File: config.mk
export PLATFORM = sky130hd
export DESIGN_NAME = bit_dmem_flat
export DESIGN_NICKNAME = d
export VERILOG_FILES = /design/src/rtl/bit_dmem_if.sv /design/src/rtl/bit_dmem.sv /design/src/flat_wrapper.sv
export SDC_FILE = /design/constraint.sdc
export NUM_CORES = 2
export LEC_CHECK = 0
export BUFFER_PORTS_ARGS = -buffer_cell sky130_fd_sc_hd__buf_2
export CAP_MARGIN = 20
export CORE_MARGIN = 1.5
export CORE_UTILIZATION = 53
export DETAILED_ROUTE_END_ITERATION = 8
export PLACE_DENSITY = 0.68
export SYNTH_ARGS = -nofsm -noshare
export SYNTH_HDL_FRONTEND = slang
export SYNTH_SLANG_ARGS = --single-unit
File: constraint.sdc
create_clock -name CLK -period 4.25 [get_ports CLK]
set_clock_uncertainty 0.1 [all_clocks]
set_input_delay 0.2125 -clock CLK [delete_from_list [all_inputs] [get_ports CLK]]
set_output_delay 0.2125 -clock CLK [all_outputs]
set_load 0.01 [all_outputs]
File: src/rtl/bit_dmem_if.sv
//------------------------------------------------------------------------------
// Module      : bit_dmem_if
// Description : CPU data-stage bit bus between the PLC core and bit_dmem.
// Revision    : 1.0 - initial release
//------------------------------------------------------------------------------
`default_nettype none

interface bit_dmem_if #(
  parameter int DA_W = 12
);
  logic [DA_W-1:0] D_A;
  logic            D_O;
  logic            D_OE;
  logic            D_WE;
  logic            D_I;
  logic            D_RDY;

  modport master (output D_A, D_O, D_OE, D_WE, input D_I, D_RDY);
  modport slave  (input D_A, D_O, D_OE, D_WE, output D_I, D_RDY);
endinterface

`default_nettype wire

File: src/rtl/bit_dmem.sv
//------------------------------------------------------------------------------
// Module      : bit_dmem
// Description : Bit-addressed data memory: I/O image, output register and a
//               word RAM fronted by a one-word line buffer.
// Revision    : 1.0 - initial release
//------------------------------------------------------------------------------
`default_nettype none

module bit_dmem #(
  parameter int DA_W = 12,
  parameter int WD_W = 16
) (
  input  wire logic        CLK,
  input  wire logic        CLR_N,
  bit_dmem_if.slave        dmem,
  input  wire logic        SCAN,
  input  wire logic [15:0] IN_PIN,
  output logic      [15:0] OUT_PIN
);

  localparam int c_WA_W  = DA_W - 4;
  localparam int c_DEPTH = 1 << c_WA_W;

  typedef enum logic [1:0] {
    ST_IDLE = 2'd0,
    ST_FILL = 2'd1,
    ST_LOAD = 2'd2
  } state_t;

  state_t r_state;
  state_t w_state_nxt;

  logic [15:0]       r_sync1;
  logic [15:0]       r_sync2;
  logic [15:0]       r_in_img;
  logic [15:0]       r_out_reg;
  logic              r_d_i;
  logic              r_buf_valid;
  logic [c_WA_W-1:0] r_buf_wa;
  logic [WD_W-1:0]   r_buf_data;
  logic [c_WA_W-1:0] r_fill_wa;
  logic [WD_W-1:0]   r_ram_q;
  logic [WD_W-1:0]   r_mem [c_DEPTH];

  logic [c_WA_W-1:0] w_wa;
  logic [3:0]        w_bit;
  logic              w_io;
  logic              w_in_rgn;
  logic              w_req;
  logic              w_hit;
  logic              w_rdy;
  logic              w_miss;
  logic              w_acc_wr;
  logic              w_acc_rd;
  logic              w_sel_bit;
  logic [WD_W-1:0]   w_buf_wdata;

  assign w_wa     = dmem.D_A[DA_W-1:4];
  assign w_bit    = dmem.D_A[3:0];
  assign w_io     = (dmem.D_A[DA_W-1:5] == '0);
  assign w_in_rgn = w_io & ~dmem.D_A[4];
  assign w_req    = dmem.D_OE | dmem.D_WE;
  assign w_hit    = r_buf_valid & (r_buf_wa == w_wa);

  // A simultaneous read and write request is a write only.
  assign w_acc_wr = w_rdy & dmem.D_WE;
  assign w_acc_rd = w_rdy & dmem.D_OE & ~dmem.D_WE;

  assign w_sel_bit = w_io ? (w_in_rgn ? r_in_img[w_bit] : r_out_reg[w_bit])
                          : r_buf_data[w_bit];

  always_comb begin
    w_buf_wdata        = r_buf_data;
    w_buf_wdata[w_bit] = dmem.D_O;
  end

  always_ff @(posedge CLK or negedge CLR_N) begin
    if (!CLR_N) r_state <= ST_IDLE;
    else        r_state <= w_state_nxt;
  end

  always_comb begin
    w_state_nxt = r_state;
    w_rdy       = 1'b0;
    w_miss      = 1'b0;
    case (r_state)
      ST_IDLE: begin
        if (w_req) begin
          if (w_io || w_hit) begin
            w_rdy = 1'b1;
          end else begin
            w_miss      = 1'b1;
            w_state_nxt = ST_FILL;
          end
        end
      end
      ST_FILL: w_state_nxt = ST_LOAD;
      ST_LOAD: w_state_nxt = ST_IDLE;
      default: w_state_nxt = ST_IDLE;
    endcase
  end

  always_ff @(posedge CLK or negedge CLR_N) begin
    if (!CLR_N) begin
      r_sync1     <= '0;
      r_sync2     <= '0;
      r_in_img    <= '0;
      r_out_reg   <= '0;
      r_d_i       <= 1'b0;
      r_buf_valid <= 1'b0;
      r_buf_wa    <= '0;
      r_buf_data  <= '0;
      r_fill_wa   <= '0;
    end else begin
      r_sync1 <= IN_PIN;
      r_sync2 <= r_sync1;
      if (SCAN) r_in_img <= r_sync2;
      if (w_acc_rd) r_d_i <= w_sel_bit;
      if (w_acc_wr) begin
        if (w_io) begin
          if (!w_in_rgn) r_out_reg[w_bit] <= dmem.D_O;
        end else begin
          r_buf_data <= w_buf_wdata;
        end
      end
      if (w_miss) r_fill_wa <= w_wa;
      // The fill address is latched at the miss so later request changes cannot redirect it.
      if (r_state == ST_LOAD) begin
        r_buf_valid <= 1'b1;
        r_buf_wa    <= r_fill_wa;
        r_buf_data  <= r_ram_q;
      end
    end
  end

  // Backing RAM is not reset; writes go through with the whole updated buffer word.
  always_ff @(posedge CLK) begin
    if (w_acc_wr && !w_io) r_mem[w_wa] <= w_buf_wdata;
    if (w_miss)            r_ram_q     <= r_mem[w_wa];
  end

  assign dmem.D_RDY = w_rdy;
  assign dmem.D_I   = r_d_i;
  assign OUT_PIN    = r_out_reg;

endmodule

`default_nettype wire

File: src/flat_wrapper.sv
// flat-port wrapper written by rule: the top's interface ports become plain ports
module bit_dmem_flat 
#(
  parameter int DA_W = 12,
  parameter int WD_W = 16
)
  (CLK, CLR_N, SCAN, IN_PIN, OUT_PIN, dmem_D_A, dmem_D_O, dmem_D_OE, dmem_D_WE, dmem_D_I, dmem_D_RDY);
  bit_dmem_if #(.DA_W(DA_W)) dmem_i ();
  input  wire logic CLK;
  input  wire logic CLR_N;
  input  wire logic SCAN;
  input  wire logic [15:0] IN_PIN;
  output logic      [15:0] OUT_PIN;
  input wire logic [$bits(dmem_i.D_A)-1:0] dmem_D_A;
  input wire logic [$bits(dmem_i.D_O)-1:0] dmem_D_O;
  input wire logic [$bits(dmem_i.D_OE)-1:0] dmem_D_OE;
  input wire logic [$bits(dmem_i.D_WE)-1:0] dmem_D_WE;
  output wire logic [$bits(dmem_i.D_I)-1:0] dmem_D_I;
  output wire logic [$bits(dmem_i.D_RDY)-1:0] dmem_D_RDY;
  assign dmem_i.D_A = dmem_D_A;
  assign dmem_i.D_O = dmem_D_O;
  assign dmem_i.D_OE = dmem_D_OE;
  assign dmem_i.D_WE = dmem_D_WE;
  assign dmem_D_I = dmem_i.D_I;
  assign dmem_D_RDY = dmem_i.D_RDY;
  bit_dmem #(.DA_W(DA_W), .WD_W(WD_W)) u_core (.CLK(CLK), .CLR_N(CLR_N), .dmem(dmem_i), .SCAN(SCAN), .IN_PIN(IN_PIN), .OUT_PIN(OUT_PIN));
endmodule
### Yosys cells after proc, flatten, opt, wreduce, memory -nomap -nowiden

Memory sizes are Yosys's and may differ from the RTL's. A register that Yosys moved wholly into a read port is not among the register bits.
Index checks and enable logic that the tools add are counted.
Widths: inputs -> output; s select.

| storage, ports and cells | value |
|---|---|
| word-level logic and storage cells | 64 |
| output and inout port bits | 18 |
| bits of input ports | 34 |
| bits in writable memories | 4,096 |
| flip-flop bits (word level) | 100 |
| memories kept | 1 |

Memory list:

| name | depth | width | rd ports | clocked after Yosys merged registers in | wr ports | RTL line | text |
|---|---|---|---|---|---|---|---|
| u_core.r_mem | 256 | 16 | 1 | 1 | 1 | bit_dmem.sv:43 | `logic [WD_W-1:0] r_mem [c_DEPTH];` |

| cells by class | value |
|---|---|
| order comparisons | 2 |
| multiplexer cells | 26 |
| equal/unequal tests | 6 |
| reductions and logical operators | 10 |
| bitwise logic cells | 9 |

Operators with widths:

| kind | count |
|---|---|
| $mux 16 | 3 |
| $bwmux 16 | 2 |
| $mux 1 | 14 |
| $bmux 1 s4 | 3 |
| $eq 8x8->1 | 1 |
| $logic_not 7->1 | 1 |
| $and 1x1->1 | 5 |
| $lt 4x5->1 const B | 1 |
| $demux 1 s4 | 1 |
| $ge 4x1->1 const B | 1 |
| $mux 2 | 2 |
| $ne 2x2->1 const B | 2 |
| $pmux 2 s2 | 1 |
| $reduce_and 2->1 | 2 |
| $not 1->1 | 3 |
| $reduce_and 3->1 | 1 |
| $eq 2x1->1 const B | 1 |
| $eq 2x2->1 const B | 1 |
| $logic_and 1x1->1 | 2 |
| $logic_not 2->1 | 1 |
| $ne 2x1->1 const B | 1 |
| $reduce_bool 2->1 | 1 |
| $logic_not 1->1 | 1 |
| $logic_or 1x1->1 | 1 |
| $or 1x1->1 | 1 |

### Logic depth before layout (Yosys ltp)

| logic depth | value |
|---|---|
| depth in word-level cells | 10 |
| gate-level depth with buffers | 9 |
| gate-level depth less buffers | 5 |

### Worst setup path before layout

No wires, ideal clock.

| timing path | value |
|---|---|
| path type | input to register |
| start point | input dmem_D_A[3] |
| end point | memory u_core.r_mem[0][0], data pin |
| library setup time | 557 ps |
| stages | 5 |
| arrival | 2,867 ps |
| required time | 3,593 ps |
| buffers on the path | 2 |
| slack | 726 ps |
| cell sequence | clkbuf_1 or2_2 clkbuf_1 nor3_1 mux2_2 |

| between the ends | value |
|---|---|
| cells in the longest elaborated chain, start to end | 5 |
| elaborated cells on any way between the ends | 6 |
| those cells by class | 2 x order compare; 3 x mux; 1 x reduce/logical |

RTL lines:

| what | RTL line | text |
|---|---|---|
| start, declared | flat_wrapper.sv:14 | `input wire logic [$bits(dmem_i.D_A)-1:0] dmem_D_A;` |
| $lt 4x5->1 (implied by the code) or $ge 4x1->1 (tied branches) | bit_dmem.sv:74 | `w_buf_wdata[w_bit] = dmem.D_O;` |
| $logic_and 1x1->1 (implied by the code) | bit_dmem.sv:74 |  |
| $mux 1 (implied by the code) | bit_dmem.sv:74 |  |
| $demux 1 s4 * | n/a |  |
| $bwmux 16 * | bit_dmem.sv:74 |  |
| net u_core.w_buf_wdata[0] | bit_dmem.sv:56 | `logic [WD_W-1:0] w_buf_wdata;` |
| end, declared | bit_dmem.sv:43 |  |

The timed path passes the listed nets; every way through them passes the cells marked *.

### Worst setup path in the final report

| timing path | value |
|---|---|
| start point | register u_core.r_buf_wa[2] |
| end point | memory u_core.r_mem[200][12] (enable) |

| between the ends | value |
|---|---|
| cells in the longest elaborated chain, start to end | 10 |

RTL lines:

| what | RTL line | text |
|---|---|---|
| start, declared | bit_dmem.sv:39 | `logic [c_WA_W-1:0] r_buf_wa;` |
| start signal, assigned | bit_dmem.sv:130 | `r_buf_wa <= r_fill_wa;` |
| $eq 8x8->1 | bit_dmem.sv:63 | `assign w_hit = r_buf_valid & (r_buf_wa == w_wa);` |
| $and 1x1->1 | bit_dmem.sv:63 |  |
| $logic_or 1x1->1 | bit_dmem.sv:89 | `if (w_io \|\| w_hit) begin` |
| $mux 1 | bit_dmem.sv:89 |  |
| $mux 1 | bit_dmem.sv:88 | `if (w_req) begin` |
| $mux 1 | bit_dmem.sv:86 | `case (r_state)` |
| $and 1x1->1 | bit_dmem.sv:66 | `assign w_acc_wr = w_rdy & dmem.D_WE;` |
| $logic_and 1x1->1 | bit_dmem.sv:138 | `if (w_acc_wr && !w_io) r_mem[w_wa] <= w_buf_wdata;` |
| $mux 1 | bit_dmem.sv:138 |  |
| $mux 1 (implied by the code) | bit_dmem.sv:138 |  |

No other way between the ends.

==> results.py <==
metrics = {
    "grt": {
        "grt_pass1_vias": 79800,
        "grt_antenna_before_repair": 17,
        "grt_pass1_wl_um": 583000,
        "overflow": 0,
        "gr-usage-all-layers_pct": 26.7,
        "grt_max_degree": 150,
    },
    "timing": {
        "setup-tns-final_ns": 0,
        "tightest_slew_ns": 1.39,
        "whs_ns": 0.0712,
        "relSlewSlack_pct": 7.53,
        "hold_violations": 0,
        "rsz0062_at_grt": "false",
        "min_period_over_period_pct": 97.6,
        "fmax_mhz": 241,
        "setup_viol_count_final": 0,
        "maxSlewViolCount": 0,
        "finalCriticalPeriod_ns": 4.15,
    },
    "critical_path": {
        "worstPathRequired_ns": 4.78,
        "reg2reg_slack_ns": 0.10,
        "startpoint": "u_core.r_buf_wa[2]$_DFFE_PN0P_",
        "path_class": "reg2reg",
        "timing.rr.start": "u_core.r_buf_wa[2]$_DFFE_PN0P_",
        "reg2regPathDepth": 7,
        "crit_path_end_kind": "flip-flop",
        "cp_max_fo": 16,
        "cp.arrival_ns": 4.68,
        "r2r-end": "u_core.r_mem[200][12]$_DFFE_PP_",
        "worstSetupStartpointType": "flip-flop",
    },
    "cts": {
        "cts_tree": "built",
        "ctsLongestPathBuffers": 4,
        "insertion_delay_ns": 0.99,
        "ctsResizeCount": 0,
        "numCtsBuffers": 404,
        "cts_setup_buffers": 0,
        "cts.clk_slew.worst_paths_ns": 0.06,
        "cts_root_buf": "clkbuf_16",
        "clock_sinks": 4212,
        "htreeDepth": 5,
    },
    "drt": {
        "drt_first_iter_violations": 11500,
        "viasPerCell": 6.58,
        "wire_per_inst_um": 33.7,
        "postRouteAntennaNets": 0,
        "drcViolationCount": 0,
        "first_pass_iters": 6,
        "vias": 79700,
        "finalWirelength_um": 409000,
    },
    "floorplan": {
        "fp.dieW_um": 552,
        "initial_utilization_pct": 53.3,
        "core_area_mm2": 0.300,
        "ioPinCount": 52,
        "rows": 201,
        "die-area_mm2": 0.305,
        "chipHeight_um": 552,
    },
    "synth": {
        "syn_area_per_cell_um2": 22.7,
        "ys_warn_count": 0,
        "ys_top_cells_by_area": "edfxtp_1 77%, mux4_2 15%, a22oi_1 2.4%",
        "netlist_area_mm2": 0.160,
        "synth-seq-cells": 4212,
        "synth-seq-area-share_pct": 78.8,
        "syn_inst": 7057,
        "synth_area_leader_cell": "edfxtp_1",
        "yosysUniqueCellTypes": 37,
        "synth_top_area_share_pct": 77.2,
    },
    "finish": {
        "fin_util_pct": 61.2,
        "num-nets-final": 7851,
        "drive_above_1_share_pct": 29.8,
        "syn2layout_area_growth_pct": 14.8,
    },
    "placement": {
        "io_buffers": 51,
        "place_hpwl_um": 243000,
        "place_congestion": 0.867,
    },
    "pwr": {
        "p_leak_nw": 58.2,
        "vdd_ir_drop_max_uv": 890,
        "powerDensity_mw_per_mm2": 534,
    },
    "min_path": {
        "hold_path_depth": 4,
        "hp-class": "in2reg",
        "hold_start": "dmem_D_A[0]",
        "whs_endpoint": "u_core.OUT_PIN[15]$_DFFE_PN0P_",
    },
    "outcome": {
        "status": "completed",
    },
    "run": {
        "cap_violations": 0,
    },
}
-- report_power, final --
part / internal, W / switching (W)
sequential: 0.0513 / 0.000222
combinational: 0.00229 / 0.00857
clock: 0.0204 / 0.0154
-- metal layers --
layer  GRT usage (%)  part of all wire, %
met2            41.2                   47
met4            9.91                  4.2
met3            5.60                   10
met5               0                0.025
met1            37.9                   38
-- synthesized netlist by cell type --
cell type and number:
nand4_1 21, clkinv_1 1, a311oi_1 1, or4b_2 1, or3_1 1, nand2b_1 8
nand2_1 34, nor4_4 2, and3_1 1, o31ai_1 16, nor4_2 1, edfxtp_1 4112
nor2b_1 8, o2111ai_1 1, inv_1 1, or2_2 4, o41ai_1 64, buf_6 5
nand3_1 18, nor3_1 22, nor2_1 294, buf_1 60, xnor2_1 8, buf_2 112
buf_4 20, a21oi_1 272, clkbuf_1 246, o221ai_4 1, a22oi_1 512, o221a_2 1
or4_4 1, and2_1 2, mux2_2 65, conb_1 1, dfrtp_1 100, or4_1 1
mux4_2 1039
-- cells by family after synthesis --
logic type	synth area share [%]
AOI/OAI and AO/OA	3.72
xor gates and xnor gates	0.0438
buffers and inverters	1.20
DFF	78.8
muxes	15.1
other	0.00235
and+or+nand+nor	1.12
-- timing repair --
item / CTS / global route
setup endpoints to repair: 0 / 3
hold endpoints to repair: 188 / 0
hold buffers: 56 / 0
-- worst max path at each step --
stage,endpoint,depth (start not counted)
2_1_floorplan,u_core.r_mem[0][0]$_DFFE_PP_,5
3_3_place_gp,u_core.r_ram_q[8]$_DFFE_PP_,9
3_5_place_dp,u_core.r_mem[200][15]$_DFFE_PP_,8
4_1_cts,u_core.r_mem[200][14]$_DFFE_PP_,7
5_1_grt,u_core.r_mem[200][7]$_DFFE_PP_,7
6_report,u_core.r_mem[200][12]$_DFFE_PP_,7
-- cell usage in the layout, fill, tap and decap left out, drive strengths merged, types with 2 or more instances in the layout --
master	n
conb	32
xnor2	8
clkbuf	501
and2	2
nor4	3
dfrtp	100
nor2	294
inv	14
nand2	34
edfxtp	4112
or4	2
or2	4
bufinv	43
dlygate4sd3	55
mux4	1039
o31ai	16
a22oi	512
clkinvlp	10
nand3	18
o41ai	64
nor2b	8
diode	5
clkinv	178
nor3	22
a21oi	272
nand4	21
buf	711
mux2	65
nand2b	8
-- worst max-delay path, cell delays in order (launching register included) --
cell and delay [ns]:
dfrtp_1 0.40, xnor2_1 0.27, nand4_1 0.31, nor4_4 1.06, buf_4 0.27, nand4_1 0.62, nor2_1 0.43, buf_4 0.34
-- stage by stage --
step	setup slack [ns]	total power [W]	cell area, µm²	std cells
2_1_floorplan	0.726	0.0578	160000	7088
3_3_place_gp	-1.10	0.0625	170000	11300
3_5_place_dp	-0.0541	0.0631	170000	11300
4_1_cts	0.184	0.0984	184000	12100
5_1_grt	0.0539	0.101	184000	12100
6_report	0.101	0.0981	184000	12100
-- flip-flops by register name (all words and copies together), names as in the netlist --
register / count
u_core.r_mem: 4096
u_core.OUT_PIN: 16
u_core.r_buf_data: 16
u_core.r_in_img: 16
u_core.r_ram_q: 16
u_core.r_sync1: 16
u_core.r_sync2: 16
u_core.r_buf_wa: 8
u_core.r_fill_wa: 8
u_core.r_state: 2
u_core.dmem.D_I: 1
u_core.r_buf_valid: 1
-- layout make-up --
class | count | area (µm²)
repair buffers | 766 | 6850
multi-input cells | 2431 | 32600
clock buffers | 501 | 10600
inverters | 2 | 7.51
well taps | 3958 | 4950
flip-flops and latches | 4212 | 126000
fillers | 20000 | 116000
clock inverters | 243 | 2650
diodes | 5 | 12.5
Note: power is estimated with default switching activity, not from simulation.
